File: src/rtl/ysyx_041461_clint_pkg.sv
// Shared definitions for the CLINT AXI4 responder: read/write FSM state
// encodings, AXI response codes, default register addresses and the
// byte-strobe merge helper used by the register write ports.
package ysyx_041461_clint_pkg;

    typedef enum logic {
        R_IDLE = 1'b0,
        R_DATA = 1'b1
    } r_state_t;

    typedef enum logic [1:0] {
        W_IDLE = 2'b00,
        W_DATA = 2'b01,
        W_RESP = 2'b10
    } w_state_t;

    typedef enum logic [1:0] {
        RESP_OKAY   = 2'b00,
        RESP_EXOKAY = 2'b01,
        RESP_SLVERR = 2'b10,
        RESP_DECERR = 2'b11
    } resp_t;

    localparam logic [31:0] CLINT_MTIME_ADDR    = 32'h0200_bff8;
    localparam logic [31:0] CLINT_MTIMECMP_ADDR = 32'h0200_4000;

    // Replace each byte of old_val whose strobe bit is set with the
    // corresponding byte of new_val.
    function automatic logic [63:0] strb_merge(input logic [63:0] old_val,
                                               input logic [63:0] new_val,
                                               input logic [7:0]  strb);
        logic [63:0] res;
        for (int i = 0; i < 8; i++) begin
            res[i*8 +: 8] = strb[i] ? new_val[i*8 +: 8] : old_val[i*8 +: 8];
        end
        return res;
    endfunction

endpackage

File: src/rtl/ysyx_041461_clint_timer.sv
// CLINT timer core: free-running 64-bit mtime with prescaler, mtimecmp
// compare register and the registered machine timer interrupt.
// Ports:
//   clk, rst                 clock, async active-high reset
//   mtime_we, mtimecmp_we    byte-strobed write enables (one per register)
//   wdata, wstrb             write data and byte strobes
//   mtime, mtimecmp          current register values
//   timer_irq                registered (mtime >= mtimecmp)
module ysyx_041461_clint_timer
    import ysyx_041461_clint_pkg::*;
#(
    parameter int TICK_DIV = 1
) (
    input  logic        clk,
    input  logic        rst,
    input  logic        mtime_we,
    input  logic        mtimecmp_we,
    input  logic [63:0] wdata,
    input  logic [7:0]  wstrb,
    output logic [63:0] mtime,
    output logic [63:0] mtimecmp,
    output logic        timer_irq
);

    localparam int PW = (TICK_DIV > 1) ? $clog2(TICK_DIV) : 1;

    logic [PW-1:0] presc;
    logic          tick;

    assign tick = (presc == PW'(TICK_DIV - 1));

    always_ff @(posedge clk or posedge rst) begin
        if (rst) presc <= '0;
        else     presc <= tick ? '0 : presc + PW'(1);
    end

    // A software write takes priority; a tick coinciding with it is dropped.
    always_ff @(posedge clk or posedge rst) begin
        if (rst)           mtime <= 64'd0;
        else if (mtime_we) mtime <= strb_merge(mtime, wdata, wstrb);
        else if (tick)     mtime <= mtime + 64'd1;
    end

    always_ff @(posedge clk or posedge rst) begin
        if (rst)              mtimecmp <= '1;
        else if (mtimecmp_we) mtimecmp <= strb_merge(mtimecmp, wdata, wstrb);
    end

    always_ff @(posedge clk or posedge rst) begin
        if (rst) timer_irq <= 1'b0;
        else     timer_irq <= (mtime >= mtimecmp);
    end

endmodule

File: src/rtl/ysyx_041461_clint_axi_slave.sv
// AXI4 slave front end of the CLINT. Independent read and write FSMs decode
// addr[31:3] against mtime/mtimecmp; every beat of a burst targets the same
// register. Unmapped addresses answer DECERR (reads return 0, writes dropped).
// Ports:
//   clk, rst                              clock, async active-high reset
//   aw*/w*/b*                             AXI4 write address/data/response
//   ar*/r*                                AXI4 read address/data
//   timer_irq                             machine timer interrupt (level)
module ysyx_041461_clint_axi_slave
    import ysyx_041461_clint_pkg::*;
#(
    parameter logic [31:0] MTIME_ADDR    = CLINT_MTIME_ADDR,
    parameter logic [31:0] MTIMECMP_ADDR = CLINT_MTIMECMP_ADDR,
    parameter int          TICK_DIV      = 1
) (
    input  logic        clk,
    input  logic        rst,
    output logic        awready,
    input  logic        awvalid,
    input  logic [3:0]  awid,
    input  logic [31:0] awaddr,
    input  logic [7:0]  awlen,
    input  logic [2:0]  awsize,
    input  logic [1:0]  awburst,
    output logic        wready,
    input  logic        wvalid,
    input  logic [63:0] wdata,
    input  logic [7:0]  wstrb,
    input  logic        wlast,
    input  logic        bready,
    output logic        bvalid,
    output logic [3:0]  bid,
    output logic [1:0]  bresp,
    output logic        arready,
    input  logic        arvalid,
    input  logic [3:0]  arid,
    input  logic [31:0] araddr,
    input  logic [7:0]  arlen,
    input  logic [2:0]  arsize,
    input  logic [1:0]  arburst,
    input  logic        rready,
    output logic        rvalid,
    output logic [3:0]  rid,
    output logic [1:0]  rresp,
    output logic [63:0] rdata,
    output logic        rlast,
    output logic        timer_irq
);

    r_state_t    r_state, r_state_nx;
    w_state_t    w_state, w_state_nx;
    logic [7:0]  r_cnt;
    logic        r_sel_time, r_sel_cmp;
    logic        w_sel_time, w_sel_cmp;
    logic        ar_hit_time, ar_hit_cmp, aw_hit_time, aw_hit_cmp;
    logic        ar_hs, r_hs, aw_hs, w_hs;
    logic        mtime_we, mtimecmp_we;
    logic [63:0] mtime, mtimecmp;

    // Size, burst type, length of writes and byte offset play no part.
    logic unused_sig;
    assign unused_sig = ^{awlen, awsize, awburst, arsize, arburst,
                          awaddr[2:0], araddr[2:0]};

    assign ar_hit_time = (araddr[31:3] == MTIME_ADDR[31:3]);
    assign ar_hit_cmp  = (araddr[31:3] == MTIMECMP_ADDR[31:3]);
    assign aw_hit_time = (awaddr[31:3] == MTIME_ADDR[31:3]);
    assign aw_hit_cmp  = (awaddr[31:3] == MTIMECMP_ADDR[31:3]);

    assign arready = (r_state == R_IDLE);
    assign rvalid  = (r_state == R_DATA);
    assign rlast   = rvalid && (r_cnt == 8'd0);
    assign awready = (w_state == W_IDLE);
    assign wready  = (w_state == W_DATA);
    assign bvalid  = (w_state == W_RESP);

    assign ar_hs = arready && arvalid;
    assign r_hs  = rvalid && rready;
    assign aw_hs = awready && awvalid;
    assign w_hs  = wready && wvalid;

    // ---------------- read channel ----------------
    always_ff @(posedge clk or posedge rst) begin
        if (rst) r_state <= R_IDLE;
        else     r_state <= r_state_nx;
    end

    always_comb begin
        r_state_nx = r_state;
        case (r_state)
            R_IDLE:  if (arvalid) r_state_nx = R_DATA;
            R_DATA:  if (rready && r_cnt == 8'd0) r_state_nx = R_IDLE;
            default: r_state_nx = R_IDLE;
        endcase
    end

    // rdata is sampled at the edge a beat is presented and then held, so it
    // stays stable across rready stalls.
    always_ff @(posedge clk or posedge rst) begin
        if (rst) begin
            r_cnt      <= 8'd0;
            rid        <= 4'd0;
            rresp      <= RESP_OKAY;
            rdata      <= 64'd0;
            r_sel_time <= 1'b0;
            r_sel_cmp  <= 1'b0;
        end else if (ar_hs) begin
            r_cnt      <= arlen;
            rid        <= arid;
            r_sel_time <= ar_hit_time;
            r_sel_cmp  <= ar_hit_cmp;
            rresp      <= (ar_hit_time || ar_hit_cmp) ? RESP_OKAY : RESP_DECERR;
            rdata      <= ar_hit_time ? mtime : (ar_hit_cmp ? mtimecmp : 64'd0);
        end else if (r_hs && r_cnt != 8'd0) begin
            r_cnt <= r_cnt - 8'd1;
            rdata <= r_sel_time ? mtime : (r_sel_cmp ? mtimecmp : 64'd0);
        end
    end

    // ---------------- write channel ----------------
    always_ff @(posedge clk or posedge rst) begin
        if (rst) w_state <= W_IDLE;
        else     w_state <= w_state_nx;
    end

    always_comb begin
        w_state_nx = w_state;
        case (w_state)
            W_IDLE:  if (awvalid) w_state_nx = W_DATA;
            W_DATA:  if (wvalid && wlast) w_state_nx = W_RESP;
            W_RESP:  if (bready) w_state_nx = W_IDLE;
            default: w_state_nx = W_IDLE;
        endcase
    end

    always_ff @(posedge clk or posedge rst) begin
        if (rst) begin
            bid        <= 4'd0;
            bresp      <= RESP_OKAY;
            w_sel_time <= 1'b0;
            w_sel_cmp  <= 1'b0;
        end else if (aw_hs) begin
            bid        <= awid;
            w_sel_time <= aw_hit_time;
            w_sel_cmp  <= aw_hit_cmp;
            bresp      <= (aw_hit_time || aw_hit_cmp) ? RESP_OKAY : RESP_DECERR;
        end
    end

    assign mtime_we    = w_hs && w_sel_time;
    assign mtimecmp_we = w_hs && w_sel_cmp;

    ysyx_041461_clint_timer #(
        .TICK_DIV(TICK_DIV)
    ) u_timer (
        .clk        (clk),
        .rst        (rst),
        .mtime_we   (mtime_we),
        .mtimecmp_we(mtimecmp_we),
        .wdata      (wdata),
        .wstrb      (wstrb),
        .mtime      (mtime),
        .mtimecmp   (mtimecmp),
        .timer_irq  (timer_irq)
    );

endmodule

File: config.mk
export PLATFORM = sky130hd
export DESIGN_NAME = ysyx_041461_clint_axi_slave
export DESIGN_NICKNAME = d
export VERILOG_FILES = /design/src/rtl/ysyx_041461_clint_pkg.sv /design/src/rtl/ysyx_041461_clint_timer.sv /design/src/rtl/ysyx_041461_clint_axi_slave.sv
export SDC_FILE = /design/constraint.sdc
export NUM_CORES = 1
export LEC_CHECK = 0
export ABC_AREA = 1
export BUFFER_PORTS_ARGS = -buffer_cell sky130_fd_sc_hd__buf_2
export CAP_MARGIN = 0
export CORE_MARGIN = 4
export CORE_UTILIZATION = 54
export CTS_BUF_LIST = sky130_fd_sc_hd__clkbuf_4 sky130_fd_sc_hd__clkbuf_8
export DETAILED_ROUTE_END_ITERATION = 7
export PLACE_DENSITY = 0.9
export REMOVE_ABC_BUFFERS = 1
export SLEW_MARGIN = 20
export SYNTH_ARGS = -nofsm -noshare
export SYNTH_HDL_FRONTEND = slang
export SYNTH_SLANG_ARGS = --single-unit
File: constraint.sdc
create_clock -name clk -period 5.32 [get_ports clk]
set_input_delay 0 -clock clk [delete_from_list [all_inputs] [get_ports clk]]
set_output_delay 0 -clock clk [all_outputs]
set_load 0.03 [all_outputs]
==> key figures, run 1 <==
Layout
  – Nets: 3001
  – Most common cell after layout, fill and taps aside: nand2_1
  – Fill cell count: about 2400
  – Most frequent cells in the layout: 992 x nand2_1, 274 x inv_1, 236 x buf_2, 210 x nand3_1, 186 x nor2_1
  – Layout Cells excl Fill: 3172
  – Final core occ: around 66%
  – Final instance area: 0.01910 mm2
  – Ratio of cells with drive above 1 in the final layout: around 15%
  – Area Overhead vs Synth: 21.12%
  – # diodes: 0

Critical path
  – CP endpoint kind: flip-flop
  – Critical Setup Path Class: flip-flop to flip-flop
  – Critical Path Slowest Stage Cell: buf_4
  – Worst path max stage delay: ~760 ps
  – Startpoint types: flip-flop
  – WP data required: 5810 ps
  – Critical-path maximum fanout: 84
  – CP Cell Sequence: nor2_4, buf_4, inv_2, nand2_4, inv_6, o21ai_0, dlygate4sd3_1
  – Critical Path AT: about 3900 ps

Synth
  – Syn avg cell area: around 6.4 um2
  – Post-synth EDFFs: 0
  – Ranking of synthesized cells by area: dfrtp_1 24%, nand2_1 24%, dfstp_2 11%, nand3_1 6.7%, inv_1 6.5%
  – Cell area after synthesis: about 0.016 mm2
  – Register area share after synthesis: approximately a third
  – Synth top area share: between 20% and 30%
  – Post-Synthesis Cells: ~2500
  – #FFs+latches synth: 218
  – Post-synth top area cell: dfrtp_1
  – Yosys cell types: 48
  – Main synth FF type: dfrtp_1
  – Post-synth ARST share: 100.0%
  – Yosys warnings: 0

Timing
  – WHS: approximately 130 ps
  – Slew HR: between 30% and 40%
  – Worst Tran Pin Value: 1037 ps
  – Final setup skew: approximately 28 ps
  – Peak Freq: roughly 300 MHz
  – Final setup violation count: 0
  – Fin. Hold Viols: 0
  – Tcrit/Tclk final: roughly 64%
  – Setup TNS: 0 ps
  – Tmin final: around 3400 ps
  – Max-slew violations: 0
  – Setup WS post-layout: approximately 1900 ps
  – RSZ-0062 raised after global routing: false

Route
  – Routed via count: roughly 17000
  – Detailed Route WL: 51350 um
  – Post-route DRC: 0
  – Initial DRC Count: 1648
  – Via/cell ratio: around 5.5
  – Final ANT Viol Nets: 0
  – Routed WL per cell: roughly 16 um
  – DR pass1 iterations: 6

Floorplan
  – Core area: between 0.02 and 0.03 mm2
  – Initial Utilization: a little over half
  – Die Span Y: 178.9 um
  – Horiz. Die Dim: approximately 180 um
  – Row Count: 62
  – Ports: 261
  – Total Die Area: 0.03201 mm2

Clock tree
  – CTS tree: built
  – Clock Latency Late Sink: 550 ps
  – Num CTS Buffers: 40
  – CTS H-Tree Depth: 2
  – CTS Buffer Depth: 3
  – Clk sink count: 218
  – Root buffer cell: clkbuf_8
  – Setup Buffers After CTS: 0
  – Clock-pin slew of the registers on the worst-case setup and hold paths: 60 ps

Pwr
  – Worst vdd ir: about 0.00018 V
  – Pwr Total: 4.342 mW
  – Leak pwr: 10.35 nW
  – Pwr/cell area: ~230 mW/mm2

Placement
  – I/O Buffers: approximately 240
  – Routability congestion estimate: a little over 1
  – Hpwl dp: about 35000 um
  – Place WS: 2439 ps
  – Placement Cell Area: around 0.017 mm2
  – # placed instances: 2984

Outcome
  – Status: finished clean

Global route
  – Number of global-route vias before repair: between 15000 and 20000
  – Grt ovf: 0
  – Largest net degree at the start of global routing: roughly 130
  – First-pass GRT wire length: ~83000 um
  – GRT Resource Usage Total: about a third
  – Initial antenna violation count: 0

Run
  – Max cap viols: 0

Worst hold path
  – Hold Path Class: input pin to asynchronous set/reset pin
-- repair_timing --
| action | 4_1_cts | 5_1_grt |
|---|---|---|
| gates resized for setup | 0 | 0 |
| endpoints found under the hold margin | 243 | 0 |
| hold buffers | 115 | 0 |
-- critical path: cells and delay by family (launching register included) --
kind / cells / cell delay, ps
buffers and inverters: 4 / 1850
and+or+nand+nor: 2 / 780
AOI/OAI and AO/OA: 1 / 240
DFF: 1 / 420
-- final cells by class --
cell class	count	area, um2	share of cell area (%)
Clock inverter	10	107.6	0.5633
Multi-Input combinational cell	1856	8725	45.67
Tap cell	384	480.5	2.515
Sequential cell	218	5535	28.98
Inverter	280	1064	5.568
Clock buffer	63	779.5	4.081
Timing Repair Buffer	361	2411	12.62
-- final timing paths --
path                       startpoint        end  slack [ps]  depth (start not counted)
max                            rvalid   r_cnt[2]        1930                          7
min                               rst  rdata[22]         130                          3
max reg2reg                    rvalid   r_cnt[2]        1930                          7
min reg2reg                 rdata[10]  rdata[10]         470                          2
max in group asynchronous         rst     bid[3]        3820                          4
min in group clk              arid[1]     rid[1]         180                          4
-- cell usage after synthesis, types with 8 or more instances --
cell type / count
a21oi_1: 52
buf_2: 43
clkbuf_1: 41
dfrtp_1: 154
dfstp_2: 64
ha_1: 66
inv_1: 275
nand2_1: 993
nand2_2: 11
nand3_1: 210
nand4_1: 30
nor2_1: 189
nor3_1: 8
o21ai_0: 146
o21ai_1: 17
o22ai_1: 59
xor2_1: 16
-- routing by layer --
layer  up-vias  GRT usage, %  routed length [um]
met1      8056         40.41               21210
li1       8405             -                   -
met2       853         54.13               24450
met5         -             0                   0
met4         0         11.96                1741
met3       155         4.766                3957
-- flip-flops by register name, indices dropped and copies added, names as in the netlist --
register	flops
rvalid	1
u_timer.mtime	64
u_timer.mtimecmp	64
bresp	1
r_sel_cmp	1
w_sel_cmp	1
rdata	64
r_sel_time	1
r_cnt	8
w_sel_time	1
rid	4
u_timer.timer_irq	1
w_state	2
rresp	1
bid	4
-- logic make-up after synthesis --
group                    count (synthesis)  share of synthesized area, %
AO/OA/AOI/OAI                          294                         10.15
AND/OR/NAND/NOR                       1473                         38.37
XOR/XNOR                                17                        0.9441
buffers and inverters                  379                         9.774
adder cells (fa/ha/maj)                 66                         5.236
multiplexers                             6                        0.4204
flip-flops                             218                         35.10
-- report_power, final --
group / total [mW] / switching [mW] / internal, mW
sequential: 1.79 / 0.0539 / 1.73
clock: 1.78 / 0.749 / 1.03
combinational: 0.773 / 0.503 / 0.270
No activity file was read; power rests on OpenSTA's default activity.
==> run 2, diff against run 1 <==
--- a/config.mk
+++ b/config.mk
@@ -5,14 +5,14 @@
 export SDC_FILE = /design/constraint.sdc
 export NUM_CORES = 1
 export LEC_CHECK = 0
-export ABC_AREA = 1
+export ABC_AREA = 0
 export BUFFER_PORTS_ARGS = -buffer_cell sky130_fd_sc_hd__buf_2
 export CAP_MARGIN = 0
 export CORE_MARGIN = 4
 export CORE_UTILIZATION = 54
 export CTS_BUF_LIST = sky130_fd_sc_hd__clkbuf_4 sky130_fd_sc_hd__clkbuf_8
 export DETAILED_ROUTE_END_ITERATION = 7
-export PLACE_DENSITY = 0.9
+export PLACE_DENSITY = 0.89
 export REMOVE_ABC_BUFFERS = 1
 export SLEW_MARGIN = 20
 export SYNTH_ARGS = -nofsm -noshare
==> constraint.sdc (replaced) <==
create_clock -name clk -period 3.5 [get_ports clk]
set_input_delay 0 -clock clk [delete_from_list [all_inputs] [get_ports clk]]
set_output_delay 0 -clock clk [all_outputs]
set_load 0.03 [all_outputs]
==> run 2 against run 1 <==
Against the previous run: routed wire length decreased by 26%; critical path type is now input pin to flip-flop; non-clock buffer count increased by 4; clock skew decreased by 9.1 ps; highest routed layer is now met5.
==> key figures, run 2 <==
Synth
  – Yosys warnings: 0 (unchanged)
  – Main synth FF type: dfrtp_1
  – Post-synth EDFFs: 0 (unchanged)
  – Ranking of synthesized cells by area: dfrtp_1 31%, dfstp_2 14%, ha_1 6.7%, mux2_2 6.4%, a221o_1 5.3%
  – Post-synth top area cell: dfrtp_1
  – Yosys cell types: 67 (+40%)
  – Cell area after synthesis: 0.01226 mm2 (-22%)
  – Post-synth ARST share: 100.0% (unchanged)
  – Synth cell count leaders: 154 x dfrtp_1, 100 x nand2_1, 88 x nor2_1
  – #FFs+latches synth: 218 (unchanged)
  – Synth top area share: 31.42% (+7.0 points)
  – Top-count cell post-synth: dfrtp_1
  – Register area share after synthesis: 45.13% (+10 points)
  – Post-Synthesis Cells: 1228 (-50%)
  – Syn avg cell area: 9.987 um2 (+55%)

Floorplan
  – Row Count: 54 (-13%)
  – Total Die Area: 0.02519 mm2 (-21%)
  – Ports: 261 (unchanged)
  – Horiz. Die Dim: 158.7 um (-11%)
  – Core area: 0.02209 mm2 (-23%)
  – Initial Utilization: 55.51% (+0.71 points)
  – Die Span Y: 158.7 um (-11%)

Pwr
  – Leak pwr: 7.322 nW (-29%)
  – Pwr/cell area: 410.0 mW/mm2 (+80%)
  – Pwr Total: 6.441 mW (+48%)
  – Worst vdd ir: 0.0003519 V (+95%)

Timing
  – Max-slew violations: 0 (unchanged)
  – Peak Freq: a little over 300 MHz
  – Setup WS post-layout: 243.6 ps (-1689 ps)
  – Tmin final: 3256 ps
  – Slew HR: 43.37% (+13 points)
  – Worst Tran Pin Value: 849.4 ps (-187.6 ps)
  – WHS: 9.280 ps (-121.3 ps)
  – RSZ-0062 raised after global routing: false
  – Fin. Hold Viols: 0 (unchanged)
  – Final setup skew: 19.12 ps (-9.075 ps)
  – Tcrit/Tclk final: roughly 93%
  – Setup TNS: 0 ps (unchanged)
  – Final setup violation count: 0 (unchanged)

Global route
  – Number of global-route vias before repair: 12026 (-30%)
  – Grt ovf: 0 (unchanged)
  – Initial antenna violation count: 2 (+2)
  – GRT Resource Usage Total: 29.42% (-2.2 points)
  – First-pass GRT wire length: 61980 um (-25%)
  – Largest net degree at the start of global routing: 148 (+15%)

Critical path
  – WP data required: 3920 ps (-1890 ps)
  – Critical Path AT: 3670 ps (-200 ps)
  – Critical-path maximum fanout: 2 (-98%)
  – CP endpoint kind: flip-flop
  – CP Cell Sequence: dlygate4sd3_1, buf_2, nor4b_1, dlygate4sd3_1, nand4_1, dlygate4sd3_1, nor2_1, dlygate4sd3_1, o31ai_1, dlygate4sd3_1
  – Critical Path Slowest Stage Cell: dlygate4sd3_1
  – Worst path max stage delay: 610 ps (-150 ps)
  – Critical Setup Path Class: input pin to flip-flop
  – Reg-to-reg startpoint: u_timer.mtimecmp[62]
  – Startpoint types: input pin
  – Crit. Startpoint: awaddr[31]
  – Most common cell on crit path: dlygate4sd3_1

Route
  – Detailed Route WL: 38120 um (-26%)
  – Post-route DRC: 0 (unchanged)
  – Final ANT Viol Nets: 0 (unchanged)
  – Via/cell ratio: 6.211 (+13%)
  – Routed via count: 11732 (-33%)
  – Initial DRC Count: 1062 (-36%)
  – DR pass1 iterations: 5 (-1)
  – Routed WL per cell: 20.18 um (+25%)

Layout
  – Final core occ: 71.11% (+4.7 points)
  – Ratio of cells with drive above 1 in the final layout: 30.16% (+15 points)
  – Most frequent cells in the layout: 236 x buf_2, 154 x dfrtp_1, 113 x dlygate4sd3_1, 100 x nand2_1, 86 x nor2_1
  – Area Overhead vs Synth: 28.10%
  – FF/Latch Area: 0.005535 mm2 (unchanged)
  – Fill cell count: 1586 (-35%)
  – Largest regs: rdata: 64 flops, u_timer.mtime: 64 flops, u_timer.mtimecmp: 64 flops
  – Multi-input logic area: 0.006232 mm2 (-29%)
  – Most common cell after layout, fill and taps aside: buf_2
  – Nets: 1822 (-39%)

Placement
  – Hpwl dp: 24480 um (-30%)
  – I/O Buffers: 236 (unchanged)
  – Place WS: 634.2 ps (-1805 ps)
  – Routability congestion estimate: 0.9148 (-9.2%)

Clock tree
  – CTS H-Tree Depth: 2 (unchanged)
  – CTS Buffer Depth: 3 (unchanged)
  – Root buffer cell: clkbuf_8
  – Num CTS Buffers: 39 (-2.5%)
  – Clock Latency Late Sink: 540 ps (about the same)
  – CTS tree: built
  – Clock-pin slew of the registers on the worst-case setup and hold paths: 60 ps (about the same)
  – PostCTS Resize Cnt: 0 (unchanged)
  – Clk sink count: 218 (unchanged)

Outcome
  – Status: finished clean

Worst hold path
  – Hold Path Class: input pin to flip-flop
  – Hold Startpoint: araddr[28]

Run
  – Max cap viols: 0 (unchanged)
[run 2: cell types whose count changed after synthesis, sizes merged, moves of 15 or more]
cell,delta
o22ai,-51
nor3,+24
nand2,-906
nand3,-178
inv,-199
nor2,-116
a221o,+65
buf,-47
o21ai,-124
nor4,+21
and3,+81
nand4,+15
mux2,+65
[run 2: worst max-delay path, delay by kind of cell]
family,cells,cell delay (ps)
buffers and inverters,6,3030
and+or+nand+nor,3,590
AOI/OAI and AO/OA,1,50
[run 2: through the flow]
stage / area, um2 / cells
after CTS: 15680 / 1887
after detailed placement: 13730 / 1703
after global routing: 15710 / 1889
after global placement: 13730 / 1703
final: 15710 / 1889
after floorplan: 12030 / 1172
[run 2: cell families after synthesis]
| group | Yosys count | synth area share (%) |
|---|---|---|
| multiplexers | 73 | 6.672 |
| XOR/XNOR | 11 | 0.7855 |
| buffers and inverters | 136 | 4.387 |
| AND/OR/NAND/NOR | 470 | 20.87 |
| flip-flops | 218 | 45.13 |
| adder cells (fa/ha/maj) | 66 | 6.733 |
| AO/OA/AOI/OAI | 254 | 15.42 |
[run 2: final cells by class]
cell class	instances	area share, %
diodes	1	0.01593
clock buffers	67	5.073
clock inverters	4	0.1274
inverters	80	1.959
multi-input cells	874	39.67
flip-flops and latches	218	35.23
well taps	280	2.230
repair buffers	365	15.69
[run 2: repair_timing]
action	4_1_cts	5_1_grt
setup buffers	0	0
hold buffers	113	0
setup endpoints to repair	0	0
hold endpoints to repair	258	0
[run 2: per-layer routing]
metal  vias to the layer above  track usage, %  share of wire (%)
met5                         -               0              0.034
met4                         2           10.22                3.0
met3                       113           5.832                8.6
met2                       618           51.91                 50
met1                      5674           36.17                 38
li1                       5325               -                  -
[run 2: path summary, 6_finish.rpt]
kind                                        end  slack [ps]  cells after the start
hold reg to reg                          rid[1]         460                      2
hold / removal                         rresp[0]           9                      5
max in group asynchronous  u_timer.mtimecmp[11]        2550                      4
setup / recovery                       bresp[0]         240                     10
min in group asynchronous              r_cnt[6]          50                      3
setup reg to reg              u_timer.timer_irq         630                      8
[run 2: power by group]
part | internal [mW] | switching (mW) | total, mW
registers | 2.65 | 0.0989 | 2.75
clock network | 1.43 | 1.08 | 2.51
logic | 0.399 | 0.786 | 1.19
total | 4.47 | 1.97 | 6.44
